[src/rtl/row_collapser_if.sv]
// Bus bundle for row_collapser: control handshake plus the 1R1W board memory port.
// Signal names follow the block's external naming; clk/rst_n remain plain ports.
interface row_collapser_if #(
  parameter int COLS = 10
);
  logic            start;
  logic            busy;
  logic            done;
  logic [4:0]      lines_cleared;
  logic            mem_rd_en;
  logic [4:0]      mem_rd_addr;
  logic [COLS-1:0] mem_rd_data;
  logic            mem_wr_en;
  logic [4:0]      mem_wr_addr;
  logic [COLS-1:0] mem_wr_data;

  modport slave (
    input  start, mem_rd_data,
    output busy, done, lines_cleared,
           mem_rd_en, mem_rd_addr, mem_wr_en, mem_wr_addr, mem_wr_data
  );

  modport master (
    output start, mem_rd_data,
    input  busy, done, lines_cleared,
           mem_rd_en, mem_rd_addr, mem_wr_en, mem_wr_addr, mem_wr_data
  );
endinterface

[src/rtl/row_collapser.sv]
// Removes every full row from a board held in external 1R1W memory, shifting the
// rows above each removed row down by one and zero-filling the top row.
module row_collapser #(
  parameter int ROWS = 23,
  parameter int COLS = 10
) (
  input  logic            clk,
  input  logic            rst_n,
  row_collapser_if.slave  bus
);

  typedef enum logic [2:0] {IDLE, SCAN, SHIFT, CLEAR_TOP, DONE} state_t;

  localparam logic [4:0] TOP = 5'(ROWS - 1);

  state_t     r_state, w_state_nxt;
  logic [4:0] r_ptr, w_ptr_nxt;
  logic [4:0] r_dst, w_dst_nxt;
  logic [4:0] r_lines, w_lines_nxt;
  logic       r_cmp_valid;
  logic [4:0] r_cmp_addr;

  logic            w_rd_en, w_wr_en, w_busy, w_done, w_row_full;
  logic [4:0]      w_rd_addr, w_wr_addr;
  logic [COLS-1:0] w_wr_data;

  // r_cmp_valid/r_cmp_addr describe the read issued last cycle, whose data is on mem_rd_data now.
  assign w_row_full = r_cmp_valid && (&bus.mem_rd_data);

  // NOTE: every signal assigned here gets a default first so no path leaves it unassigned (no latch).
  always_comb begin
    w_state_nxt = r_state;
    w_ptr_nxt   = r_ptr;
    w_dst_nxt   = r_dst;
    w_lines_nxt = r_lines;
    w_rd_en     = 1'b0;
    w_rd_addr   = '0;
    w_wr_en     = 1'b0;
    w_wr_addr   = '0;
    w_wr_data   = '0;
    w_busy      = 1'b0;
    w_done      = 1'b0;
    unique case (r_state)
      IDLE: begin
        if (bus.start) begin
          w_lines_nxt = '0;
          w_ptr_nxt   = '0;
          w_state_nxt = SCAN;
        end
      end
      SCAN: begin
        w_busy = 1'b1;
        if (w_row_full) begin
          // Any read issued with this compare would be stale, so none is issued.
          w_dst_nxt   = r_cmp_addr;
          w_ptr_nxt   = r_cmp_addr + 5'd1;
          w_state_nxt = SHIFT;
        end else begin
          if (r_ptr <= TOP) begin
            w_rd_en   = 1'b1;
            w_rd_addr = r_ptr;
            w_ptr_nxt = r_ptr + 5'd1;
          end
          if (r_cmp_valid && r_cmp_addr == TOP) w_state_nxt = DONE;
        end
      end
      SHIFT: begin
        w_busy = 1'b1;
        if (r_ptr <= TOP) begin
          w_rd_en   = 1'b1;
          w_rd_addr = r_ptr;
          w_ptr_nxt = r_ptr + 5'd1;
        end
        // Write lands two rows below the concurrent read, keeping the memory simple 1R1W.
        if (r_cmp_valid) begin
          w_wr_en   = 1'b1;
          w_wr_addr = r_cmp_addr - 5'd1;
          w_wr_data = bus.mem_rd_data;
        end
        if (r_ptr > TOP) w_state_nxt = CLEAR_TOP;
      end
      CLEAR_TOP: begin
        w_busy      = 1'b1;
        w_wr_en     = 1'b1;
        w_wr_addr   = TOP;
        w_lines_nxt = r_lines + 5'd1;
        w_ptr_nxt   = r_dst;
        w_state_nxt = SCAN;
      end
      DONE: begin
        w_done      = 1'b1;
        w_state_nxt = IDLE;
      end
      default: w_state_nxt = IDLE;
    endcase
  end

  // NOTE: sequential state uses non-blocking assignments so all registers update together.
  always_ff @(posedge clk) begin
    if (!rst_n) begin
      r_state     <= IDLE;
      r_ptr       <= '0;
      r_dst       <= '0;
      r_lines     <= '0;
      r_cmp_valid <= 1'b0;
      r_cmp_addr  <= '0;
    end else begin
      r_state     <= w_state_nxt;
      r_ptr       <= w_ptr_nxt;
      r_dst       <= w_dst_nxt;
      r_lines     <= w_lines_nxt;
      r_cmp_valid <= w_rd_en;
      r_cmp_addr  <= w_rd_addr;
    end
  end

  assign bus.busy          = w_busy;
  assign bus.done          = w_done;
  assign bus.lines_cleared = r_lines;
  assign bus.mem_rd_en     = w_rd_en;
  assign bus.mem_rd_addr   = w_rd_addr;
  assign bus.mem_wr_en     = w_wr_en;
  assign bus.mem_wr_addr   = w_wr_addr;
  assign bus.mem_wr_data   = w_wr_data;

endmodule

[src/flat_wrapper.sv]
// flat-port wrapper written by rule: the top's interface ports become plain ports
module row_collapser_flat 
#(
  parameter int ROWS = 23,
  parameter int COLS = 10
)
  (clk, rst_n, bus_start, bus_mem_rd_data, bus_busy, bus_done, bus_lines_cleared, bus_mem_rd_en, bus_mem_rd_addr, bus_mem_wr_en, bus_mem_wr_addr, bus_mem_wr_data);
  row_collapser_if #(.COLS(COLS)) bus_i ();
  input  logic clk;
  input  logic rst_n;
  input wire logic [$bits(bus_i.start)-1:0] bus_start;
  input wire logic [$bits(bus_i.mem_rd_data)-1:0] bus_mem_rd_data;
  output wire logic [$bits(bus_i.busy)-1:0] bus_busy;
  output wire logic [$bits(bus_i.done)-1:0] bus_done;
  output wire logic [$bits(bus_i.lines_cleared)-1:0] bus_lines_cleared;
  output wire logic [$bits(bus_i.mem_rd_en)-1:0] bus_mem_rd_en;
  output wire logic [$bits(bus_i.mem_rd_addr)-1:0] bus_mem_rd_addr;
  output wire logic [$bits(bus_i.mem_wr_en)-1:0] bus_mem_wr_en;
  output wire logic [$bits(bus_i.mem_wr_addr)-1:0] bus_mem_wr_addr;
  output wire logic [$bits(bus_i.mem_wr_data)-1:0] bus_mem_wr_data;
  assign bus_i.start = bus_start;
  assign bus_i.mem_rd_data = bus_mem_rd_data;
  assign bus_busy = bus_i.busy;
  assign bus_done = bus_i.done;
  assign bus_lines_cleared = bus_i.lines_cleared;
  assign bus_mem_rd_en = bus_i.mem_rd_en;
  assign bus_mem_rd_addr = bus_i.mem_rd_addr;
  assign bus_mem_wr_en = bus_i.mem_wr_en;
  assign bus_mem_wr_addr = bus_i.mem_wr_addr;
  assign bus_mem_wr_data = bus_i.mem_wr_data;
  row_collapser #(.ROWS(ROWS), .COLS(COLS)) u_core (.clk(clk), .rst_n(rst_n), .bus(bus_i));
endmodule
[config.mk]
export PLATFORM = sky130hd
export DESIGN_NAME = row_collapser_flat
export DESIGN_NICKNAME = d
export VERILOG_FILES = /design/src/rtl/row_collapser_if.sv /design/src/rtl/row_collapser.sv /design/src/flat_wrapper.sv
export SDC_FILE = /design/constraint.sdc
export NUM_CORES = 1
export LEC_CHECK = 0
export ABC_AREA = 1
export ABC_CLOCK_PERIOD_IN_PS = 4000
export BUFFER_PORTS_ARGS = -buffer_cell sky130_fd_sc_hd__buf_2
export CAP_MARGIN = 20
export CORE_AREA = 2 2 54 66
export CTS_CLUSTER_DIAMETER = 40
export DETAILED_ROUTE_END_ITERATION = 8
export DIE_AREA = 0 0 56 68
export PLACE_DENSITY = 0.72
export SYNTH_ARGS = -nofsm -noshare
export SYNTH_HDL_FRONTEND = slang
export SYNTH_SLANG_ARGS = --single-unit
[constraint.sdc]
create_clock -name clk -period 4 [get_ports clk]
set_input_delay 0.4 -clock clk [delete_from_list [all_inputs] [get_ports clk]]
set_output_delay 0.4 -clock clk [all_outputs]
set_load 0.02 [all_outputs]
# Word-level counts from Yosys, hierarchy flattened
# Cells that the tools add are included.
dict set report totals {
  ff_bits 24
  inputBits 13
  wordCells 55
}
dict set report op_classes {
  n_addsub 4
  magnitude_cmp 2
  eq_ne 8
  mux 24
  reduce_logical 11
}
# operator count
set ops {}
lappend ops {{5-bit 2-to-1 mux} 6}
lappend ops {{5-bit case mux with 2 select lines} 3}
lappend ops {{10-bit 2-to-1 mux} 2}
lappend ops {{5-bit case mux with 4 select lines} 1}
lappend ops {{5-bit by 1-bit adder with 5-bit output (second input constant)} 3}
lappend ops {{3-bit 2-to-1 mux} 4}
lappend ops {{3-bit case mux with 4 select lines} 1}
lappend ops {{10-bit AND reduction} 1}
lappend ops {{3-bit by 2-bit == test with 1-bit output (second input constant)} 2}
lappend ops {{2-bit AND reduction} 3}
lappend ops {{5-bit == test (second input constant)} 1}
lappend ops {{5-bit > comparator (second input constant)} 1}
lappend ops {{5-bit less-or-equal comparator (second input constant)} 1}
lappend ops {{1-bit 2-to-1 mux} 5}
lappend ops {{5-bit by 1-bit subtractor with 5-bit output (second input constant)} 1}
lappend ops {{1-bit case mux with 2 select lines} 2}
lappend ops {{4-bit nonzero test} 1}
lappend ops {{3-bit by 1-bit == test with 1-bit output (second input constant)} 1}
lappend ops {{3-bit == test (second input constant)} 1}
lappend ops {{3-bit logical NOT} 1}
lappend ops {{3-bit by 1-bit != test with 1-bit output (second input constant)} 1}
lappend ops {{3-bit AND reduction} 1}
lappend ops {{3-bit OR reduction} 1}
lappend ops {{1-bit logical AND} 2}
lappend ops {{other kinds (3)} 3}

# Depth between registers and ports, before layout
dict set report logic_depth {
  ltp_word 5
  depth_mapped 10
  ltp_nobuf 10
}

# Least setup slack after synthesis
# No wires, ideal clock.
dict set report synth_path {
  kind {register -> output}
  start {register u_core.r_state[2]}
  end {output port bus_mem_wr_addr[4]}
  arrival_time_ns 1.407
  t_required_ns 3.600
  slack_ns 2.193
  path_stages_with_launch 6
  path_cell_list {dfxtp_1 -> inv_2 -> nand2_1 -> nor2_2 -> nand2_1 -> o31ai_1}
}
dict set report synth_between {
  elab_chain_cells 2
  word_cells_on_any_way 3
  cone_classes {eq/ne: 2; mux: 1}
}
# element line_no
set synth_rtl {}
lappend synth_rtl {{start, declared} row_collapser.sv:16} ;# state_t r_state, w_state_nxt;
lappend synth_rtl {{start signal, assigned} row_collapser.sv:108} ;# r_state <= w_state_nxt;
lappend synth_rtl {{3-bit by 2-bit == test with 1-bit output} row_collapser.sv:43} ;# unique case (r_state)
lappend synth_rtl {{5-bit case mux with 2 select lines (*)} row_collapser.sv:43}
lappend synth_rtl {{end, declared} flat_wrapper.sv:19} ;# output wire logic [$bits(bus_i.mem_wr_addr)-1:0] bus_mem_wr_addr;
# Every way passes the cells marked *; elsewhere a longest branch is shown, timed or not.

# Worst setup path in the final report
dict set report layout_path {
  start {register u_core.r_cmp_valid}
  end {output port bus_mem_rd_en}
}
dict set report layout_between {
  elab_chain_cells 3
}
# element line_no
set layout_rtl {}
lappend layout_rtl {{start, declared} row_collapser.sv:20} ;# logic r_cmp_valid;
lappend layout_rtl {{start signal, assigned} row_collapser.sv:112} ;# r_cmp_valid <= w_rd_en;
lappend layout_rtl {{1-bit logical AND} row_collapser.sv:28} ;# assign w_row_full = r_cmp_valid && (&bus.mem_rd_data);
lappend layout_rtl {{1-bit 2-to-1 mux} row_collapser.sv:53} ;# if (w_row_full) begin
lappend layout_rtl {{1-bit case mux with 2 select lines} row_collapser.sv:43}
lappend layout_rtl {{end, declared} flat_wrapper.sv:16} ;# output wire logic [$bits(bus_i.mem_rd_en)-1:0] bus_mem_rd_en;
# No other way between the ends.

==> run_results.csv <==
group,metric,value,unit
outcome,outcome,"completed",
power,power_density,360,nW/um^2
sta,grt_setup_unrepaired,"no",
power,power_frac_comb,0.234,
drt,via_count,1506,
synth,synth_enable_flop_cells,0,
drt,drc,0,
critical_path,required,3.60,ns
critical_path,slowest_stage,"dfxtp_1",
layout,nNetsFinal,279,
synth,syn_area,1470,sq um
clocking,cts.path.max_buffers,2,
critical_path,crit_fanout,11,
sta,tns,0,ns
clocking,insertion_delay,0.27,ns
grt,gr-total-overflow,0,
synth,ys_seq_area_frac,0.328,
sta,slew_headroom,0.779,
synth,synthArstFlopShare,0,
clocking,cts_setup_buffers,0,
sta,setup_viol,0,
clocking,clk_pin_slew,0.09,ns
power,leakagePower,0.000864,uW
clocking,cts_sinks,24,
critical_path,endpoint_kind,"primary output",
synth,syn_area_per_cell,6.76,sq um
layout,stdcell_count,295,
die,fp.dieH,68,um
clocking,cts_max_level,1,
synth,syn_nets,237,
die,io_pins,42,
sta,worst_hold_slack,0.457,ns
sta,clock_skew,0.00729,ns
synth,synth_top_area_frac,0.328,
critical_path,crit_type,"reg -> out",
clocking,cts_tree,"built",
placed_design,numPlacedInstances,291,
power,switching_share,0.315,
synth,synth_cells,217,
drt,routed_wl,3470,um
grt,first_global_vias,1261,
synth,yosysTopAreaCell,"dfxtp_1",
power,p_total,633,uW
layout,num_antenna_cells,0,
grt,grt_pass1_wl,5620,um
grt,grt_use_total,0.188,
drt,avgViaCountPerCell,5.11,
critical_path,crit_path_start_kind,"register",
clocking,cts-resized-gates,0,
critical_path,r2r_slack,2.35,ns
power,p_clk_frac,0.338,
drt,dr.pass1.iters,4,
clocking,clock-root-buffer,"clkbuf_8",
synth,synth_warnings,0,
sta,fmax,0.457,GHz
die,core,3220,sq um
grt,antenna_found_initial,0,
synth,synthTopCellsByArea,"dfxtp_1, nand2_1, nor2_1",
die,row_count,23,
critical_path,worstPathArrival,1.79,ns
layout,final_core_util,0.546,
die,initial_core_util,0.455,
placed_design,io_buffers,41,
critical_path,path_cells,"nand2_1, nor2_1, nand3_1, nand2_1, nand2_2, nand2_2, inv_1, buf_2",
power,p_switching,200,uW
clocking,cts_inserted_buffers,3,
power,p_int,434,uW
drt,drtAntennaViolNets,0,
sta,fin_crit,2.19,ns
synth,ys_seq_elements,24,
job,drv_cap,0,
clocking,postCtsHoldBufs,0,
die,die_x,56,um
die,die_area,3810,sq um
grt,grt_max_degree,17,
drt,routedWlPerCell,11.7,um
sta,drv_slew,0,
synth,synth_flop_cell,"dfxtp_1",
placed_design,dp_hpwl,2710,um
layout,drive_gt1_frac,0.248,
sta,tightest_slew,0.331,ns
hold_path,hp-class,"in -> reg",
critical_path,cp_slowest_stage_delay,0.52,ns
synth,synth_cell_types,29,
layout,area_growth,20.0,%
drt,drt_iter0_markers,52,
power,seqPwrFrac,0.428,
power,vdd_drop_max,0.000225,V
placed_design,place_congestion,0.863,
sta,post-route-period-util,0.547,
sta,hold_viol,0,
-- critical path: cells and delay by family, from the launching register on --
family | cells | cell delay (ns)
flops | 1 | 0.52
buf+inv | 2 | 0.20
simple gates | 6 | 0.80
-- routing by layer --
metal | GRT usage | share of wire | routed length (um) | vias to the layer above
met2 | 0.343 | 0.48 | 1670 | 32
met5 | 0 | 0 | 0 | -
met3 | 0.0321 | 0.044 | 151 | 5
met1 | 0.225 | 0.46 | 1590 | 684
met4 | 0.0625 | 0.014 | 48 | 0
li1 | - | - | - | 785
-- flip-flops by register name, indices dropped and copies added, names as in the netlist --
name                      cells
u_core.r_cmp_valid            1
u_core.r_state                3
u_core.r_ptr                  5
u_core.bus.lines_cleared      5
u_core.r_cmp_addr             5
u_core.r_dst                  5
-- worst paths after layout --
path,depth (start not counted),startpoint,endpoint
max,8,u_core.r_cmp_valid,bus_mem_rd_en
min,3,rst_n,u_core.r_ptr[3]
max reg2reg,8,u_core.r_cmp_valid,u_core.r_ptr[1]
min reg2reg,1,u_core.bus.lines_cleared[0],u_core.bus.lines_cleared[0]
-- final cells by class --
type                       instances  area, sq um
sequential                        24          480
fill                             345         1460
tap                               37         46.3
timing repair buffer              41          205
clock inverter                     1         30.0
inverter                          29          109
multi-input combinational        160          847
clock buffer                       3         41.3
-- power groups by stage --
stage | registers (uW) | logic (uW) | clock network [uW]
floorplan | 268 | 115 | 0
global placement | 276 | 146 | 0
detailed placement | 277 | 148 | 0
CTS | 271 | 149 | 217
global route | 273 | 169 | 227
finish | 271 | 148 | 214
-- logic make-up (layout without fill, tap and decap cells) --
| logic type | count (synthesis) | count (layout) | share of synthesized area |
|---|---|---|---|
| adder cells (fa/ha/maj) | 7 | 7 | 0.0597 |
| flip-flops | 24 | 24 | 0.328 |
| AO/OA/AOI/OAI | 33 | 33 | 0.124 |
| buffers and inverters | 33 | 74 | 0.0947 |
| XOR/XNOR | 6 | 6 | 0.0358 |
| AND/OR/NAND/NOR | 114 | 114 | 0.358 |
-- cell usage after synthesis, types with 2 or more instances --
library cell	count
dfxtp_1	24
clkbuf_1	2
inv_2	6
o21ai_1	4
nand2_1	42
xor2_1	5
nand3_1	16
inv_1	22
nor2_2	4
nand2_2	5
o21ai_0	10
ha_1	7
a21oi_1	12
a21boi_0	2
nand4_1	4
nor3_1	9
buf_6	2
a31oi_1	2
nor2_1	28
and3_1	2
-- stage by stage --
stage	setup WS (ns)	instance area [sq um]
after floorplan	2.19	1470
after global placement	2.17	1690
after detailed placement	2.10	1690
after CTS	1.81	1760
after global routing	1.63	1760
final	1.81	1760
-- cell usage in the layout (no fill, tap or decap), drive strengths merged, types with 2 or more instances in the layout --
cell    netlist  layout
a21oi        13      13
inv          28      28
ha            7       7
a31oi         2       2
a21boi        2       2
clkbuf        2       3
buf           2      41
nor2         33      33
and3          2       2
o21ai        14      14
xor2          5       5
nand3        17      17
nor3         10      10
nand2        47      47
nand4         4       4
dfxtp        24      24
No activity file was read; power rests on OpenSTA's default activity.
